===== config.mk =====
export PLATFORM = sky130hd
export DESIGN_NAME = control_unit_flat
export DESIGN_NICKNAME = d
export VERILOG_FILES = /design/src/rtl/control_unit_if.sv /design/src/rtl/control_unit.sv /design/src/flat_wrapper.sv
export SDC_FILE = /design/constraint.sdc
export NUM_CORES = 1
export LEC_CHECK = 0
export ABC_AREA = 0
export CORE_AREA = 4 4 58 60
export DETAILED_ROUTE_END_ITERATION = 8
export DIE_AREA = 0 0 62 64
export PLACE_DENSITY = 0.76
export RECOVER_POWER = 25
export SLEW_MARGIN = 5
export SYNTH_ARGS = -nofsm -noshare
export SYNTH_HDL_FRONTEND = slang
export SYNTH_SLANG_ARGS = --single-unit
export TNS_END_PERCENT = 10

===== constraint.sdc =====
create_clock -name clock -period 2.5 [get_ports clock]
set_clock_uncertainty 0.2 [all_clocks]
set_input_delay 0.25 -clock clock [delete_from_list [all_inputs] [get_ports clock]]
set_output_delay 0.25 -clock clock [all_outputs]
set_load 0.03 [all_outputs]

===== src/rtl/control_unit_if.sv =====
// Strobe bus between the hardwired control unit and the datapath.
// The control unit sits on the master side: it sees the instruction word and
// the condition flag, and it drives every datapath strobe plus the run flag.
interface control_unit_if;
    logic [31:0] ir;
    logic        branch_compare;
    logic [4:0]  op;
    logic        Gra, Grb, Grc, Rin, Rout, BAout, Cout;
    logic        PCout, PCin, IncPC, MARin, MDRin, MDRout, IRin;
    logic        Read, Write;
    logic        Yin, Zlowin, Zhighin, Zlowout, Zhighout, HIin, LOin, HIout, LOout;
    logic        InPortout, OutPortin, CONin;
    logic        run;

    modport master (
        input  ir, branch_compare,
        output op,
        output Gra, Grb, Grc, Rin, Rout, BAout, Cout,
        output PCout, PCin, IncPC, MARin, MDRin, MDRout, IRin,
        output Read, Write,
        output Yin, Zlowin, Zhighin, Zlowout, Zhighout, HIin, LOin, HIout, LOout,
        output InPortout, OutPortin, CONin,
        output run
    );

    modport slave (
        output ir, branch_compare,
        input  op,
        input  Gra, Grb, Grc, Rin, Rout, BAout, Cout,
        input  PCout, PCin, IncPC, MARin, MDRin, MDRout, IRin,
        input  Read, Write,
        input  Yin, Zlowin, Zhighin, Zlowout, Zhighout, HIin, LOin, HIout, LOout,
        input  InPortout, OutPortin, CONin,
        input  run
    );
endinterface


===== src/rtl/control_unit.sv =====
// Hardwired Moore control unit: RESET, fetch T0-T2, execute T3-T7, HALT.
// Strobes decode from the current state and the opcode in ir[31:27].
module control_unit (
    input  logic           clock,
    input  logic           clear,
    control_unit_if.master bus
);

    typedef enum logic [3:0] {
        S_RESET, S_T0, S_T1, S_T2, S_T3, S_T4, S_T5, S_T6, S_T7, S_HALT
    } state_e;

    typedef enum logic [3:0] {
        C_ALU, C_IMM, C_LD, C_LDI, C_ST, C_MULDIV, C_BR,
        C_JR, C_IN, C_OUT, C_MFHI, C_MFLO, C_HALT, C_NOP
    } class_e;

    localparam logic [4:0] OP_ADD = 5'b00011;
    localparam logic [4:0] OP_AND = 5'b00101;
    localparam logic [4:0] OP_OR  = 5'b00110;

    state_e     state_q, state_d;
    logic       hold_q;       // keeps the FSM in RESET for the first edge after clear drops
    class_e     cls;
    logic [4:0] opcode;
    logic [4:0] imm_op;
    logic       unused_ir;

    assign opcode    = bus.ir[31:27];
    assign unused_ir = ^bus.ir[26:0];
    assign bus.run   = (state_q != S_RESET) && (state_q != S_HALT);

    // Classify the opcode into the instruction families that share a sequence.
    always_comb begin
        cls = C_NOP;
        case (opcode) inside
            [5'd3:5'd11]:  cls = C_ALU;
            [5'd12:5'd14]: cls = C_IMM;
            5'd15, 5'd16:  cls = C_MULDIV;
            5'd0:          cls = C_LD;
            5'd1:          cls = C_LDI;
            5'd2:          cls = C_ST;
            5'd18:         cls = C_BR;
            5'd19:         cls = C_JR;
            5'd22:         cls = C_IN;
            5'd23:         cls = C_OUT;
            5'd24:         cls = C_MFHI;
            5'd25:         cls = C_MFLO;
            5'd27:         cls = C_HALT;
            default:       cls = C_NOP;
        endcase
    end

    // Map the immediate opcodes onto their ALU operation.
    always_comb begin
        case (opcode)
            5'd13:   imm_op = OP_AND;
            5'd14:   imm_op = OP_OR;
            default: imm_op = OP_ADD;
        endcase
    end

    // Next-state sequencing; the instruction class decides where execute ends.
    always_comb begin
        state_d = state_q;
        case (state_q)
            S_RESET: state_d = hold_q ? S_RESET : S_T0;
            S_T0:    state_d = S_T1;
            S_T1:    state_d = S_T2;
            S_T2:    state_d = S_T3;
            S_T3: begin
                case (cls)
                    C_JR, C_IN, C_OUT, C_MFHI, C_MFLO, C_NOP: state_d = S_T0;
                    C_HALT:                                   state_d = S_HALT;
                    default:                                  state_d = S_T4;
                endcase
            end
            S_T4:    state_d = S_T5;
            S_T5:    state_d = (cls == C_ALU || cls == C_IMM || cls == C_LDI) ? S_T0 : S_T6;
            S_T6:    state_d = (cls == C_LD) ? S_T7 : S_T0;
            S_T7:    state_d = S_T0;
            S_HALT:  state_d = S_HALT;
            default: state_d = S_RESET;
        endcase
    end

    // State register; clear forces RESET at once and arms the one-edge hold.
    // NOTE: sequential state uses non-blocking assignments so every flop samples pre-edge values.
    always_ff @(posedge clock or posedge clear) begin
        if (clear) begin
            state_q <= S_RESET;
            hold_q  <= 1'b1;
        end else begin
            state_q <= state_d;
            hold_q  <= 1'b0;
        end
    end

    // Strobe decode. It stays combinational because ir is loaded on the
    // T2->T3 edge, so a registered decode would see the previous opcode in T3;
    // it also lets clear drop every strobe without waiting for a clock.
    always_comb begin
        // NOTE: every output gets a default first so no path leaves a latch behind.
        bus.op        = OP_ADD;
        bus.Gra       = 1'b0; bus.Grb      = 1'b0; bus.Grc      = 1'b0;
        bus.Rin       = 1'b0; bus.Rout     = 1'b0; bus.BAout    = 1'b0; bus.Cout = 1'b0;
        bus.PCout     = 1'b0; bus.PCin     = 1'b0; bus.IncPC    = 1'b0;
        bus.MARin     = 1'b0; bus.MDRin    = 1'b0; bus.MDRout   = 1'b0; bus.IRin = 1'b0;
        bus.Read      = 1'b0; bus.Write    = 1'b0;
        bus.Yin       = 1'b0; bus.Zlowin   = 1'b0; bus.Zhighin  = 1'b0;
        bus.Zlowout   = 1'b0; bus.Zhighout = 1'b0;
        bus.HIin      = 1'b0; bus.LOin     = 1'b0; bus.HIout    = 1'b0; bus.LOout = 1'b0;
        bus.InPortout = 1'b0; bus.OutPortin = 1'b0; bus.CONin   = 1'b0;

        case (state_q)
            S_T0: begin bus.PCout = 1'b1; bus.MARin = 1'b1; bus.IncPC = 1'b1; end
            S_T1: begin bus.Read = 1'b1; bus.MDRin = 1'b1; end
            S_T2: begin bus.MDRout = 1'b1; bus.IRin = 1'b1; end
            S_T3: begin
                case (cls)
                    C_ALU, C_IMM:      begin bus.Grb = 1'b1; bus.Rout = 1'b1; bus.Yin = 1'b1; end
                    C_LD, C_LDI, C_ST: begin bus.Grb = 1'b1; bus.BAout = 1'b1; bus.Yin = 1'b1; end
                    C_MULDIV:          begin bus.Gra = 1'b1; bus.Rout = 1'b1; bus.Yin = 1'b1; end
                    C_BR:              begin bus.Gra = 1'b1; bus.Rout = 1'b1; bus.CONin = 1'b1; end
                    C_JR:              begin bus.Gra = 1'b1; bus.Rout = 1'b1; bus.PCin = 1'b1; end
                    C_IN:              begin bus.InPortout = 1'b1; bus.Gra = 1'b1; bus.Rin = 1'b1; end
                    C_OUT:             begin bus.Gra = 1'b1; bus.Rout = 1'b1; bus.OutPortin = 1'b1; end
                    C_MFHI:            begin bus.HIout = 1'b1; bus.Gra = 1'b1; bus.Rin = 1'b1; end
                    C_MFLO:            begin bus.LOout = 1'b1; bus.Gra = 1'b1; bus.Rin = 1'b1; end
                    default: ;
                endcase
            end
            S_T4: begin
                case (cls)
                    C_ALU:             begin bus.Grc = 1'b1; bus.Rout = 1'b1; bus.Zlowin = 1'b1; bus.op = opcode; end
                    C_IMM:             begin bus.Cout = 1'b1; bus.Zlowin = 1'b1; bus.op = imm_op; end
                    C_LD, C_LDI, C_ST: begin bus.Cout = 1'b1; bus.Zlowin = 1'b1; end
                    C_MULDIV: begin
                        bus.Grb = 1'b1; bus.Rout = 1'b1; bus.Zlowin = 1'b1; bus.Zhighin = 1'b1;
                        bus.op  = opcode;
                    end
                    C_BR:              begin bus.PCout = 1'b1; bus.Yin = 1'b1; end
                    default: ;
                endcase
            end
            S_T5: begin
                case (cls)
                    C_ALU, C_IMM, C_LDI: begin bus.Zlowout = 1'b1; bus.Gra = 1'b1; bus.Rin = 1'b1; end
                    C_LD, C_ST:          begin bus.Zlowout = 1'b1; bus.MARin = 1'b1; end
                    C_MULDIV:            begin bus.Zlowout = 1'b1; bus.LOin = 1'b1; end
                    C_BR:                begin bus.Cout = 1'b1; bus.Zlowin = 1'b1; end
                    default: ;
                endcase
            end
            S_T6: begin
                case (cls)
                    C_LD:     begin bus.Read = 1'b1; bus.MDRin = 1'b1; end
                    C_ST:     begin bus.Gra = 1'b1; bus.Rout = 1'b1; bus.Write = 1'b1; end
                    C_MULDIV: begin bus.Zhighout = 1'b1; bus.HIin = 1'b1; end
                    C_BR:     begin bus.Zlowout = 1'b1; bus.PCin = bus.branch_compare; end
                    default: ;
                endcase
            end
            S_T7: begin
                if (cls == C_LD) begin
                    bus.MDRout = 1'b1; bus.Gra = 1'b1; bus.Rin = 1'b1;
                end
            end
            default: ;
        endcase
    end

endmodule

===== src/flat_wrapper.sv =====
// flat-port wrapper written by rule: the top's interface ports become plain ports
module control_unit_flat 
  (clock, clear, bus_ir, bus_branch_compare, bus_op, bus_Gra, bus_Grb, bus_Grc, bus_Rin, bus_Rout, bus_BAout, bus_Cout, bus_PCout, bus_PCin, bus_IncPC, bus_MARin, bus_MDRin, bus_MDRout, bus_IRin, bus_Read, bus_Write, bus_Yin, bus_Zlowin, bus_Zhighin, bus_Zlowout, bus_Zhighout, bus_HIin, bus_LOin, bus_HIout, bus_LOout, bus_InPortout, bus_OutPortin, bus_CONin, bus_run);
  control_unit_if bus_i ();
  input  logic clock;
  input  logic clear;
  input wire logic [$bits(bus_i.ir)-1:0] bus_ir;
  input wire logic [$bits(bus_i.branch_compare)-1:0] bus_branch_compare;
  output wire logic [$bits(bus_i.op)-1:0] bus_op;
  output wire logic [$bits(bus_i.Gra)-1:0] bus_Gra;
  output wire logic [$bits(bus_i.Grb)-1:0] bus_Grb;
  output wire logic [$bits(bus_i.Grc)-1:0] bus_Grc;
  output wire logic [$bits(bus_i.Rin)-1:0] bus_Rin;
  output wire logic [$bits(bus_i.Rout)-1:0] bus_Rout;
  output wire logic [$bits(bus_i.BAout)-1:0] bus_BAout;
  output wire logic [$bits(bus_i.Cout)-1:0] bus_Cout;
  output wire logic [$bits(bus_i.PCout)-1:0] bus_PCout;
  output wire logic [$bits(bus_i.PCin)-1:0] bus_PCin;
  output wire logic [$bits(bus_i.IncPC)-1:0] bus_IncPC;
  output wire logic [$bits(bus_i.MARin)-1:0] bus_MARin;
  output wire logic [$bits(bus_i.MDRin)-1:0] bus_MDRin;
  output wire logic [$bits(bus_i.MDRout)-1:0] bus_MDRout;
  output wire logic [$bits(bus_i.IRin)-1:0] bus_IRin;
  output wire logic [$bits(bus_i.Read)-1:0] bus_Read;
  output wire logic [$bits(bus_i.Write)-1:0] bus_Write;
  output wire logic [$bits(bus_i.Yin)-1:0] bus_Yin;
  output wire logic [$bits(bus_i.Zlowin)-1:0] bus_Zlowin;
  output wire logic [$bits(bus_i.Zhighin)-1:0] bus_Zhighin;
  output wire logic [$bits(bus_i.Zlowout)-1:0] bus_Zlowout;
  output wire logic [$bits(bus_i.Zhighout)-1:0] bus_Zhighout;
  output wire logic [$bits(bus_i.HIin)-1:0] bus_HIin;
  output wire logic [$bits(bus_i.LOin)-1:0] bus_LOin;
  output wire logic [$bits(bus_i.HIout)-1:0] bus_HIout;
  output wire logic [$bits(bus_i.LOout)-1:0] bus_LOout;
  output wire logic [$bits(bus_i.InPortout)-1:0] bus_InPortout;
  output wire logic [$bits(bus_i.OutPortin)-1:0] bus_OutPortin;
  output wire logic [$bits(bus_i.CONin)-1:0] bus_CONin;
  output wire logic [$bits(bus_i.run)-1:0] bus_run;
  assign bus_i.ir = bus_ir;
  assign bus_i.branch_compare = bus_branch_compare;
  assign bus_op = bus_i.op;
  assign bus_Gra = bus_i.Gra;
  assign bus_Grb = bus_i.Grb;
  assign bus_Grc = bus_i.Grc;
  assign bus_Rin = bus_i.Rin;
  assign bus_Rout = bus_i.Rout;
  assign bus_BAout = bus_i.BAout;
  assign bus_Cout = bus_i.Cout;
  assign bus_PCout = bus_i.PCout;
  assign bus_PCin = bus_i.PCin;
  assign bus_IncPC = bus_i.IncPC;
  assign bus_MARin = bus_i.MARin;
  assign bus_MDRin = bus_i.MDRin;
  assign bus_MDRout = bus_i.MDRout;
  assign bus_IRin = bus_i.IRin;
  assign bus_Read = bus_i.Read;
  assign bus_Write = bus_i.Write;
  assign bus_Yin = bus_i.Yin;
  assign bus_Zlowin = bus_i.Zlowin;
  assign bus_Zhighin = bus_i.Zhighin;
  assign bus_Zlowout = bus_i.Zlowout;
  assign bus_Zhighout = bus_i.Zhighout;
  assign bus_HIin = bus_i.HIin;
  assign bus_LOin = bus_i.LOin;
  assign bus_HIout = bus_i.HIout;
  assign bus_LOout = bus_i.LOout;
  assign bus_InPortout = bus_i.InPortout;
  assign bus_OutPortin = bus_i.OutPortin;
  assign bus_CONin = bus_i.CONin;
  assign bus_run = bus_i.run;
  control_unit u_core (.clock(clock), .clear(clear), .bus(bus_i));
endmodule

==> impl_metrics.json <==
{
  "status": "finished, final reports clean",
  "cts.sinks": 5,
  "grt_pass1_vias": 1030,
  "yosysTopAreaCell": "dfrtp_1",
  "syn_nets": 176,
  "io_buffer_count": 41,
  "synth_compound_area_share_pct": 28.1,
  "slowest_delay_ns": 0.55,
  "synth_top_flop_cell": "dfrtp_1",
  "crit_family": "simple AND/OR/NAND/NOR gates",
  "clockBufferDepth": 2,
  "syn_inst": 141,
  "synthSimpleGateAreaFrac_pct": 44.2,
  "finalHoldViolations": 0,
  "die_w_um": 62,
  "crit_required_ns": 2.05,
  "fin_crit_sh_pct": 99.5,
  "synth_cell_types": 45,
  "rsz0062_at_grt": "true",
  "final_nets": 230,
  "max_cap_viol_count": 0,
  "layout_setup_ws_ns": 0.0119,
  "vdd_drop_max_uv": 544,
  "antenna_found_initial": 0,
  "setup_tns_ns": 0,
  "min_path_type": "input pin to register",
  "fmax_mhz": 402,
  "die_y_um": 64,
  "cts_buffers": 3,
  "p_leak_nw": 0.661,
  "grt_usage_pct": 15.8,
  "ys_ff_latch": 5,
  "clk-insertion-delay-late_ns": 0.25,
  "yosysWarnings": 0,
  "layout.cells.most_common": "buf_4",
  "drtIter0Drc": 71,
  "crit_path_end_kind": "primary output",
  "synthXorXnorAreaFrac_pct": 0.964,
  "drt_wl_total_um": 3070,
  "dr_total_vias": 1236,
  "grt_max_degree": 18,
  "netlist_area_um2": 908,
  "holdWs_ns": 0.394,
  "crit_arrival_ns": 2.04,
  "setup_viol": 0,
  "async_reset_ff_share_pct": 100,
  "period_minus_slack_ns": 2.49,
  "crit_path_top_delay_cell": "or4b_4",
  "grt_overflow": 0,
  "drc": 0,
  "path_class": "input pin to primary output",
  "synth_top_cells_by_area": "dfrtp_1 11%, nor2_1 6.6%, o21ai_0 5.5%",
  "gp_congestion": 0.886,
  "tritoncts": "yes",
  "yosys-mux-area-fraction_pct": 0,
  "area_growth_pct": 62.3,
  "startpoint_type": "input pin",
  "ioPinCount": 69,
  "root_buffer": "clkbuf_4",
  "core_mm2": 0.00293,
  "fillerInstances": 292,
  "fp-row-count": 20,
  "dieArea_mm2": 0.00397,
  "antenna_cells": 0,
  "yosysSeqAreaShare_pct": 13.9,
  "critPathBufInv": 2,
  "slew_viol_final": 0,
  "first_pass_iters": 4,
  "drive_gt1_share_pct": 41.2,
  "grt_pass1_wl_um": 4860,
  "final_cell_mix": "52 x buf_4, 16 x nor2_1, 11 x nand2_1, 9 x o21ai_0, 7 x inv_1",
  "synthAdderAreaFrac_pct": 0,
  "detail-route-antenna-nets": 0,
  "crit_chain": "dlygate4sd2_1 > or3_4 > or3_1 > or4b_4 > a21oi_2 > buf_6",
  "synth_edf_count": 0,
  "syn_area_per_cell_um2": 6.44,
  "synth_top_area_share_pct": 11.0,
  "viasPerCell": 5.44,
  "wire_per_inst_um": 13.5,
  "h-tree-depth": 1,
  "initial_utilization_pct": 31.0,
  "place_ws_ns": -0.199,
  "dp_hpwl_um": 2320,
  "powerDensity_mw_per_mm2": 710,
  "synth_top_family_by_area": "simple AND/OR/NAND/NOR gates",
  "clk_pin_slew_ns": 0.05,
  "critical_path.max_fanout": 3
}
-- metrics by stage --
step	power (W)	instance area (um2)	util (%)	cells
3_5_place_dp	0.000905	1370	46.8	221
2_1_floorplan	0.000631	912	-	141
5_1_grt	0.00113	1470	50.3	227
6_report	0.00105	1470	50.3	227
3_3_place_gp	0.000899	1370	46.8	221
4_1_cts	0.00102	1420	48.5	226
-- worst register-to-register path, cell delays in order (launching register included) --
cell	delay, ns
dfrtp_2	0.44
or4b_4	0.59
or3_4	0.38
o2bb2ai_1	0.18
-- Yosys cell counts (2+ instances only) --
cell type,n
nand2b_1,6
or2b_1,2
nand3_1,2
o211ai_1,3
buf_6,2
nand4_1,3
nor2_1,16
clkbuf_1,11
o22a_1,2
nor3_1,7
a211o_1,2
or4b_1,2
dfrtp_1,4
a31o_2,2
nand2_1,11
inv_1,7
or2_2,2
or3_1,4
buf_4,2
a21oi_1,8
o21ai_0,10
nor4_1,2
o22ai_1,5
or3_4,2
and2_1,3
and3_1,2
-- area by class of cell --
cell class	count	area (um2)	area share, %
tap	33	41.3	2.80
sequential	5	129	8.74
timing repair buffer	65	523	35.5
clock inverter	1	5.00	0.340
inverter	8	33.8	2.29
multi-input combinational	112	719	48.8
clock buffer	3	22.5	1.53
-- worst paths after layout --
check                             startpoint                 to  slack, ns  depth (start not counted)
max                               bus_ir[27]         bus_MDRout       0.01                          6
min                               bus_ir[31]  u_core.state_q[3]       0.39                          4
max reg2reg                u_core.state_q[1]  u_core.state_q[3]       0.63                          3
min reg2reg                u_core.state_q[3]  u_core.state_q[1]       0.46                          2
max in group asynchronous              clear      u_core.hold_q       1.18                          3
min in group asynchronous              clear  u_core.state_q[0]       0.68                          3
-- layer usage --
| metal | part of all wire [%] | global-route usage (%) |
|---|---|---|
| met5 | 0 | 0 |
| met4 | 0.88 | 4.77 |
| met1 | 44 | 23.2 |
| met3 | 8.7 | 2.63 |
| met2 | 47 | 23.1 |
-- flip-flops by register name, indices dropped and copies added (netlist names) --
signal / count
u_core.state_q: 4
u_core.hold_q: 1
-- cell families after synthesis --
family	count (synthesis)
and+or+nand+nor	71
AOI/OAI and AO/OA	39
buffers and inverters	24
DFF	5
xor gates and xnor gates	1
other	1
-- power by group --
part	leakage (nW)	switching [W]	internal (W)	total, W
Combinational	0.584	0.000477	0.000331	0.000809
Clock	0.0177	0.0000377	0.0000581	0.0000958
Sequential	0.0585	0.0000311	0.000111	0.000142
Total	0.661	0.000546	0.000501	0.00105
-- what timing repair did --
item,CTS,global route
buffers inserted,0,1
hold buffers,1,0
pin swaps,4,4
endpoints found under the hold margin,4,0
endpoints found under the setup margin,12,9
resized for setup,12,14
No activity file was read; power rests on OpenSTA's default activity.
